===== config.mk =====
export PLATFORM = sky130hd
export DESIGN_NAME = pc_gen
export DESIGN_NICKNAME = d
export VERILOG_FILES = /design/src/rtl/pc_pkg.sv /design/src/rtl/ras.sv /design/src/rtl/pc_gen.sv
export SDC_FILE = /design/constraint.sdc
export NUM_CORES = 1
export LEC_CHECK = 0
export ABC_AREA = 1
export BUFFER_PORTS_ARGS = -buffer_cell sky130_fd_sc_hd__buf_2
export CORE_MARGIN = 3
export CORE_UTILIZATION = 60
export CTS_CLUSTER_SIZE = 12
export DETAILED_ROUTE_END_ITERATION = 8
export GPL_TIMING_DRIVEN = 0
export PLACE_DENSITY = 0.77
export REMOVE_ABC_BUFFERS = 1
export SLEW_MARGIN = 5
export SYNTH_ARGS = -nofsm -noshare
export SYNTH_HDL_FRONTEND = slang
export SYNTH_HIERARCHICAL = 1
export SYNTH_SLANG_ARGS = --single-unit

===== constraint.sdc =====
create_clock -name clk -period 4.8 [get_ports clk]
set_clock_uncertainty 0.15 [all_clocks]
set_input_delay 0.48 -clock clk [delete_from_list [all_inputs] [get_ports clk]]
set_output_delay 0.48 -clock clk [all_outputs]
set_load 0.03 [all_outputs]

===== src/rtl/pc_pkg.sv =====
// Shared types and default vectors for the fetch-stage program-counter generator.
package pc_pkg;

  typedef enum logic [2:0] {
    SEQ  = 3'd0,
    REL  = 3'd1,
    REG  = 3'd2,
    TRAP = 3'd3,
    RET  = 3'd4
  } pc_sel_t;

  localparam int unsigned XLEN_DEF         = 32;
  localparam int unsigned RAS_DEPTH_DEF    = 4;
  localparam logic [31:0] RESET_VECTOR_DEF = 32'hBFC0_0000;
  localparam logic [31:0] TRAP_VECTOR_DEF  = 32'hBFC0_0100;

endpackage


===== src/rtl/ras.sv =====
// Circular return-address stack: wrapping top pointer with saturating count;
// a push into a full stack silently overwrites the oldest entry.
module ras #(
  parameter int unsigned XLEN      = 32,
  parameter int unsigned RAS_DEPTH = 4
) (
  input  logic            clk,
  input  logic            rst,
  input  logic            push,
  input  logic            pop,
  input  logic [XLEN-1:0] push_data,
  output logic [XLEN-1:0] top_data,
  output logic            empty,
  output logic            full
);

  localparam int unsigned PTR_W = $clog2(RAS_DEPTH);
  localparam int unsigned CNT_W = $clog2(RAS_DEPTH + 1);

  logic [XLEN-1:0]  mem [RAS_DEPTH];
  logic [PTR_W-1:0] top_q;
  logic [PTR_W-1:0] top_d;
  logic [PTR_W-1:0] wr_idx;
  logic [CNT_W-1:0] count_q;
  logic [CNT_W-1:0] count_d;

  assign top_data = mem[top_q];

  // Push+pop together replaces the top entry in place.
  always_comb begin
    top_d   = top_q;
    count_d = count_q;
    wr_idx  = top_q + PTR_W'(1);
    if (push && pop) begin
      wr_idx = top_q;
    end else if (push) begin
      top_d = top_q + PTR_W'(1);
      if (count_q != CNT_W'(RAS_DEPTH)) begin
        count_d = count_q + CNT_W'(1);
      end
    end else if (pop && (count_q != CNT_W'(0))) begin
      top_d   = top_q - PTR_W'(1);
      count_d = count_q - CNT_W'(1);
    end
  end

  always_ff @(posedge clk or negedge rst) begin
    if (!rst) begin
      top_q   <= '0;
      count_q <= '0;
      empty   <= 1'b1;
      full    <= 1'b0;
    end else begin
      top_q   <= top_d;
      count_q <= count_d;
      empty   <= (count_d == CNT_W'(0));
      full    <= (count_d == CNT_W'(RAS_DEPTH));
    end
  end

  // Entry storage is deliberately left unreset.
  always_ff @(posedge clk) begin
    if (push) begin
      mem[wr_idx] <= push_data;
    end
  end

endmodule


===== src/rtl/pc_gen.sv =====
// Fetch-stage PC generator: next-PC mux with alignment trapping, PC and flag
// registers, and a return-address stack for call/return.
module pc_gen
  import pc_pkg::*;
#(
  parameter int unsigned     XLEN         = XLEN_DEF,
  parameter logic [XLEN-1:0] RESET_VECTOR = XLEN'(RESET_VECTOR_DEF),
  parameter logic [XLEN-1:0] TRAP_VECTOR  = XLEN'(TRAP_VECTOR_DEF),
  parameter int unsigned     RAS_DEPTH    = RAS_DEPTH_DEF
) (
  input  logic            clk,
  input  logic            rst,
  input  logic            stall,
  input  logic [2:0]      pc_sel,
  input  logic [XLEN-1:0] imm,
  input  logic [XLEN-1:0] rs1,
  input  logic            is_call,
  output logic [XLEN-1:0] pc,
  output logic [XLEN-1:0] pc_plus4,
  output logic            misaligned,
  output logic            ras_underflow,
  output logic            ras_empty,
  output logic            ras_full
);

  logic [XLEN-1:0] target_c;
  logic [XLEN-1:0] next_pc_c;
  logic [XLEN-1:0] ras_top;
  logic            check_align_c;
  logic            call_ok_c;
  logic            underflow_c;
  logic            misalign_c;
  logic            pop_c;
  logic            ras_push;
  logic            ras_pop;

  assign pc_plus4 = pc + XLEN'(4);

  // Target selection; reserved codes fall through to sequential.
  always_comb begin
    target_c      = pc_plus4;
    check_align_c = 1'b0;
    call_ok_c     = 1'b0;
    underflow_c   = 1'b0;
    pop_c         = 1'b0;
    case (pc_sel)
      REL: begin
        target_c      = pc + imm;
        check_align_c = 1'b1;
        call_ok_c     = 1'b1;
      end
      REG: begin
        target_c      = (rs1 + imm) & ~XLEN'(1);
        check_align_c = 1'b1;
        call_ok_c     = 1'b1;
      end
      TRAP: target_c = TRAP_VECTOR;
      RET: begin
        if (ras_empty) begin
          target_c    = TRAP_VECTOR;
          underflow_c = 1'b1;
        end else begin
          target_c      = ras_top;
          check_align_c = 1'b1;
          call_ok_c     = 1'b1;
          pop_c         = 1'b1;
        end
      end
      default: target_c = pc_plus4;
    endcase
    misalign_c = check_align_c && (target_c[1:0] != 2'b00);
    next_pc_c  = (misalign_c || underflow_c) ? TRAP_VECTOR : target_c;
  end

  assign ras_push = is_call && call_ok_c && !stall;
  assign ras_pop  = pop_c && !stall;

  always_ff @(posedge clk or negedge rst) begin
    if (!rst) begin
      pc            <= RESET_VECTOR;
      misaligned    <= 1'b0;
      ras_underflow <= 1'b0;
    end else if (!stall) begin
      pc            <= next_pc_c;
      misaligned    <= misalign_c;
      ras_underflow <= underflow_c;
    end
  end

  ras #(
    .XLEN      (XLEN),
    .RAS_DEPTH (RAS_DEPTH)
  ) u_ras (
    .clk       (clk),
    .rst       (rst),
    .push      (ras_push),
    .pop       (ras_pop),
    .push_data (pc_plus4),
    .top_data  (ras_top),
    .empty     (ras_empty),
    .full      (ras_full)
  );

endmodule


==> results of run 1 <==
synthesized netlist by cell type (2+ instances only):
cell type	n
inv_1	281
nor2_2	6
buf_6	6
nor4_1	3
o21bai_1	5
clkbuf_1	22
xor2_1	15
edfxtp_1	128
nand3_2	3
nand4_1	21
fa_1	2
buf_4	8
dfstp_2	10
or2_2	17
nor3_2	4
inv_2	10
ha_1	65
o21ai_1	8
nand3_1	131
nand3b_1	13
buf_1	2
nor2_1	238
o21ai_0	94
nand2_2	7
and2_1	6
dfrtp_1	31
o22ai_1	35
a21oi_1	63
nand2_1	620
a21o_1	3
nor3_1	15
and3_1	2
buf_2	4
xnor2_1	7
state kept, by name, summed over array words and instances (netlist names):
register	flops
u_ras/mem	128
u_ras/count_q	3
misaligned	1
u_ras/full	1
u_ras/top_q	2
u_ras/empty	1
ras_underflow	1
pc	32
metrics by stage:
| stage | std cells | hold slack [ns] | setup WS, ns |
|---|---|---|---|
| 3_5_place_dp | 2273 | 0.356 | 0.0572 |
| 4_1_cts | 2305 | 0.0974 | 0.492 |
| 6_report | 2305 | 0.0632 | 0.488 |
| 2_1_floorplan | 1856 | 0.0344 | 0.454 |
| 5_1_grt | 2305 | 0.147 | 0.204 |
| 3_3_place_gp | 2269 | 0.343 | -1.34 |
area by class of cell:
| class | count | area [sq um] | area share, % |
|---|---|---|---|
| inverter | 293 | 1100 | 7.62 |
| multi-input combinational | 1394 | 6800 | 46.9 |
| clock inverter | 15 | 155 | 1.07 |
| tap | 275 | 344 | 2.37 |
| clock buffer | 17 | 425 | 2.93 |
| timing repair buffer | 142 | 778 | 5.37 |
| sequential | 169 | 4880 | 33.7 |
worst max-delay path by stage:
stage,from,to,cells after the start
floorplan,pc_sel[1],u_ras/mem[1][0],9
global placement,pc_sel[2],u_ras/mem[3][10],10
detailed placement,pc_sel[1],u_ras/mem[0][3],9
CTS,pc_sel[1],u_ras/mem[0][3],9
global route,pc_sel[1],u_ras/mem[0][3],9
finish,pc_sel[1],u_ras/mem[0][18],9
power breakdown:
part	switching [W]	internal (W)	total (W)
sequential	0.000281	0.00183	0.00211
combinational	0.00201	0.000878	0.00289
clock	0.000647	0.000696	0.00134
total	0.00294	0.00340	0.00634
metal layers:
| layer | GRT usage [%] | vias to the layer above | part of all wire, % |
|---|---|---|---|
| met5 | 0 | - | 0 |
| met4 | 9.59 | 0 | 2.6 |
| li1 | - | 6336 | - |
| met2 | 53.3 | 600 | 46 |
| met1 | 45.9 | 5865 | 42 |
| met3 | 4.84 | 60 | 8.6 |
logic make-up (layout without fill, tap and decap cells):
group,after synthesis,count (layout),synth area share (%)
DFF,169,169,37.5
AOI/OAI and AO/OA,216,216,9.10
xor gates and xnor gates,22,22,1.48
buffers and inverters,335,467,10.3
and+or+nand+nor,1089,1089,35.0
adders and majority gates,67,67,6.56
critical path: cells and delay by family:
kind | cells | cell delay (ns)
simple gates | 6 | 3.20
compound gates | 1 | 0.31
buf+inv | 2 | 0.21
==> out/summary.txt, run 1 <==
Largest stage delay, worst path: 0.88 ns
Total gr overflow: 0
Largest net degree at the start of global routing: 66
Vias in the first global route: 11.7k
Final Util: 68.5%
Routed vias/inst: 5.58
Register-to-Register Setup Slack: 0.54 ns
DP Wirelength: 29900 um
CP Data Arrival Time: 4.21 ns
First-pass GRT wire length: 61500 um
WL final: 39100 um
Least-Margin Pin Slew: 1.29 ns
Synth top area share: 29.6%
Clock sinks: 169
Number of flops mapped to enable cells by yosys: 128
CTS resizes: 0
Nets: 2155
Asr flop ratio synth: 24.3%
Status: completed
Iter 0 DRT Violations: 1366
Reg clk slew, reported paths: 0.08 ns
Tmin final: 4.31 ns
Layout cells sized above 1: 12.0%
Worst Path Max Fanout: 32
Crit path launch type: input pin
Most common cell after layout, fill and taps aside: nand2_1
GP Congestion: 1.01
Distinct cells, synth: 47
Area post-placement: 13900 sq um
Total GRT Usage: 32.8%
Buffers on Ports: 138
Avg Cell Area, Syn: 6.85 sq um
Antenna-violating nets left: 0
Crit path capture type: flop
Slew Limit Fails: 0
Critical Path RT: 4.70 ns
Row cnt: 53
Synth top area cells: edfxtp_1, nand2_1, inv_1, nor2_1, ha_1
Reg2reg start: u_ras/empty
# H-tree levels: 4
Max Clk Rate: 0.232 GHz
#FFs+latches synth: 169
Crit-path cells: buf_2, inv_2, nand3_2, nor2_2, nor3_1, nor2_1, nand2_1, o21ai_1, and3_2
CTS buffer count: 17
Cells after Synth: 1898
Die area: 23500 sq um
Top FF cell, synth: edfxtp_1
Most frequent cells in the layout: nand2_1, inv_1, nor2_1
Final design area excluding fillers: 14500 sq um
Synthesis-to-layout area growth: 11.5%
Core footprint: 21200 sq um
Max Cap Viol: 0
Final Hold Fails: 0
Sequential share of the synthesized area: 37.5%
Worst hold path class: in -> async
Endpoints failing setup: 0
Setup_tns: 0 ns
Antenna violations before repair: 0
First-pass detailed-route iteration total: 5
R2r endpoint: u_ras/mem[0][18]
R2R cell count: 6
Vert. Die Dim: 153 um
Detailed-route wire length per cell: 16.9 um
Worst vdd ir: 355 uV
Rel. slew slack: 13.7%
Largest area contributor in the netlist: edfxtp_1
Remaining DRCs: 0
Fillcell total: 1881
Io pins: 139
Vias: 12.9k
Worst skew pair latency: 0.43 ns
Root buffer cell: clkbuf_16
Synthesized area: 13000 sq um
Tcrit/Tclk final: 89.8%
Initial Util: 61.5%
Antenna cells: 0
RSZ-0062 raised after global routing: false
Leak pwr: 7.21 nW
Pwr per Cell Area: 437 nW/um^2
Max Root-Sink Buffers: 2
CP max stage cell: nor2_2
WS Path Type: in -> reg
Setup repair bufs after CTS: 0
DIE WIDTH: 153 um
CTS tree: built
PnR Total Power: 0.00634 W
CTS hold repair buffers: 0
Yosys warnings: 6
Power figures use the tool's default switching activity.
==> run 2: changes to the inputs <==
- CORE_UTILIZATION: 60 -> 61
- PLACE_DENSITY: 0.77 -> 0.78
- RECOVER_POWER: not set -> 100
==> out/summary.txt, run 2 (synthesized netlist as in run 1, its figures left out) <==
CP max stage cell: nor2_2
Final design area excluding fillers: 14300 sq um (-1.0%)
Worst skew pair latency: 0.43 ns (about the same)
Vert. Die Dim: 152 um (-0.79%)
Detailed-route wire length per cell: 17.4 um (+2.9%)
Leak pwr: 6.98 nW (-3.1%)
Worst hold stages: 2
GP Congestion: 1.01 (+0.68%)
Max Cap Viol: 2 (+2)
Setup_tns: 0 ns (unchanged)
Max Root-Sink Buffers: 2 (unchanged)
Status: finished, violations left
First-pass detailed-route iteration total: 6 (+1)
Failing checks: max-capacitance violations, max-slew violations
Tmin final: 4.44 ns (+0.127 ns)
Least-Margin Pin Slew: 2.52 ns (+1.23 ns)
CTS buffer count: 17 (unchanged)
Setup repair bufs after CTS: 0 (unchanged)
Area post-placement: 13900 sq um (about the same)
Initial Util: 63.3% (+1.8 points)
Die area: 23100 sq um (-1.6%)
PnR Total Power: 0.00632 W (-0.30%)
WL final: 40100 um (+2.7%)
Largest stage delay, worst path: 0.90 ns (+0.02 ns)
Pwr per Cell Area: 441 nW/um^2 (+0.75%)
Layout cells sized above 1: 8.08% (-3.9 points)
Buffers on Ports: 138 (unchanged)
# H-tree levels: 4 (unchanged)
Iter 0 DRT Violations: 1374 (+0.59%)
RSZ-0062 raised after global routing: false
Hold Path Sink: ras_underflow
Antenna-violating nets left: 0 (unchanged)
Most frequent cells in the layout: nand2_1, inv_1, nor2_1
Max Clk Rate: 0.225 GHz (-2.9%)
R2r endpoint: u_ras/mem[3][25]
Worst path top cell family by delay: simple AND/OR/NAND/NOR gates
Total GRT Usage: 33.8% (+1.1 points)
Antenna violations before repair: 0 (unchanged)
First-pass GRT wire length: 62600 um (+1.8%)
Slew Limit Fails: 61 (+61)
Crit path launch type: flop
CTS tree: built
DP Wirelength: 30700 um (+2.6%)
Largest Register: u_ras/mem
Final Hold Fails: 0 (unchanged)
Clock sinks: 169 (unchanged)
CP dominant cell by count: nand2_1
Root buffer cell: clkbuf_16
Buf+Inv Stages, Crit Path: 1 (-1)
DIE WIDTH: 152 um (-0.79%)
Largest registers: u_ras/mem: 128 flops, pc: 32 flops, u_ras/count_q: 3 flops
Io pins: 139 (unchanged)
Register-to-Register Setup Slack: 0.36 ns (-0.18 ns)
Routed vias/inst: 5.62 (+0.73%)
WS Path Type: reg -> reg
Reg clk slew, reported paths: 0.07 ns (about the same)
CTS resizes: 0 (unchanged)
Critical hold path startpoint: ras_underflow
Worst vdd ir: 357 uV (+0.32%)
Most common cell after layout, fill and taps aside: nand2_1
Crit path capture type: flop
Reg2reg start: u_ras/empty
Max FFs per register: 128 (unchanged)
Non-filler instance count after layout: 2300 (-0.22%)
Tcrit/Tclk final: 92.5% (+2.7 points)
Crit-path cells: nor2_2, nor3_1, nor2_1, nand2_1, nand2_1, nand3_1, nor2_4, clkbuf_4
Synthesis-to-layout area growth: 10.3%
Cells after DPL: 2268 (-0.22%)
Core footprint: 20600 sq um (-2.8%)
CTS hold repair buffers: 0 (unchanged)
Antenna cells: 0 (unchanged)
Vias in the first global route: 11.8k (+0.98%)
Total gr overflow: 0 (unchanged)
Vias: 12.9k (+0.51%)
CP Data Arrival Time: 4.38 ns (+0.17 ns)
Remaining DRCs: 0 (unchanged)
Hold_ws: 0.386 ns (+0.322 ns)
Endpoints failing setup: 0 (unchanged)
Worst Path Max Fanout: 23 (-28%)
R2R cell count: 8 (+2)
Largest net degree at the start of global routing: 66 (unchanged)
Worst hold path class: reg -> reg
Nets: 2155 (unchanged)
Fillcell total: 1843 (-2.0%)
Rel. slew slack: -68.1% (-82 points)
Critical Path RT: 4.74 ns (+0.04 ns)
Row cnt: 52 (-1.9%)
run 2: area by class of cell:
class,instances,area [sq um],share of cell area (%)
flip-flops and latches,169,4880,34.1
well taps,270,338,2.35
repair buffers,142,688,4.80
clock inverters,15,168,1.17
clock buffers,17,425,2.97
inverters,293,1100,7.70
multi-input cells,1394,6740,47.0
run 2: where the power goes:
part	leakage [nW]	internal, W	switching [W]	total, W
Combinational	5.04	0.000836	0.00202	0.00286
Sequential	1.65	0.00183	0.000292	0.00212
Clock	0.293	0.000703	0.000643	0.00135
run 2: worst max path at each step:
| stage | from | endpoint | slack [ns] | cells past startpoint |
|---|---|---|---|---|
| 2_1_floorplan | pc_sel[1] | u_ras/mem[1][0] | 0.45 | 9 |
| 3_3_place_gp | pc_sel[1] | u_ras/mem[3][3] | -1.34 | 10 |
| 3_5_place_dp | pc_sel[1] | u_ras/mem[0][0] | 0.06 | 9 |
| 4_1_cts | pc_sel[1] | u_ras/mem[0][12] | 0.48 | 9 |
| 5_1_grt | u_ras/empty | u_ras/mem[3][2] | 0.13 | 8 |
| 6_report | u_ras/empty | u_ras/mem[3][25] | 0.36 | 8 |
run 2: worst min-delay path, stage by stage, from the launching register on:
cell	delay [ns]
dfrtp_1	0.35
nor2_1	0.05
nor2_1	0.09
run 2: per-stage QoR:
stage               util [%]  setup slack (ns)
floorplan                  -             0.454
global placement        67.1             -1.34
detailed placement      67.7            0.0613
CTS                     70.6             0.483
global route            69.8             0.125
finish                  69.8             0.360
run 2: routing by layer:
layer	GRT usage [%]	up-vias	routed length, um	part of all wire [%]
met1	46.9	5821	16500	41
li1	-	6336	-	-
met4	13.5	0	1540	3.8
met5	0	-	0	0
met3	5.89	100	4080	10
met2	53.2	670	18000	45
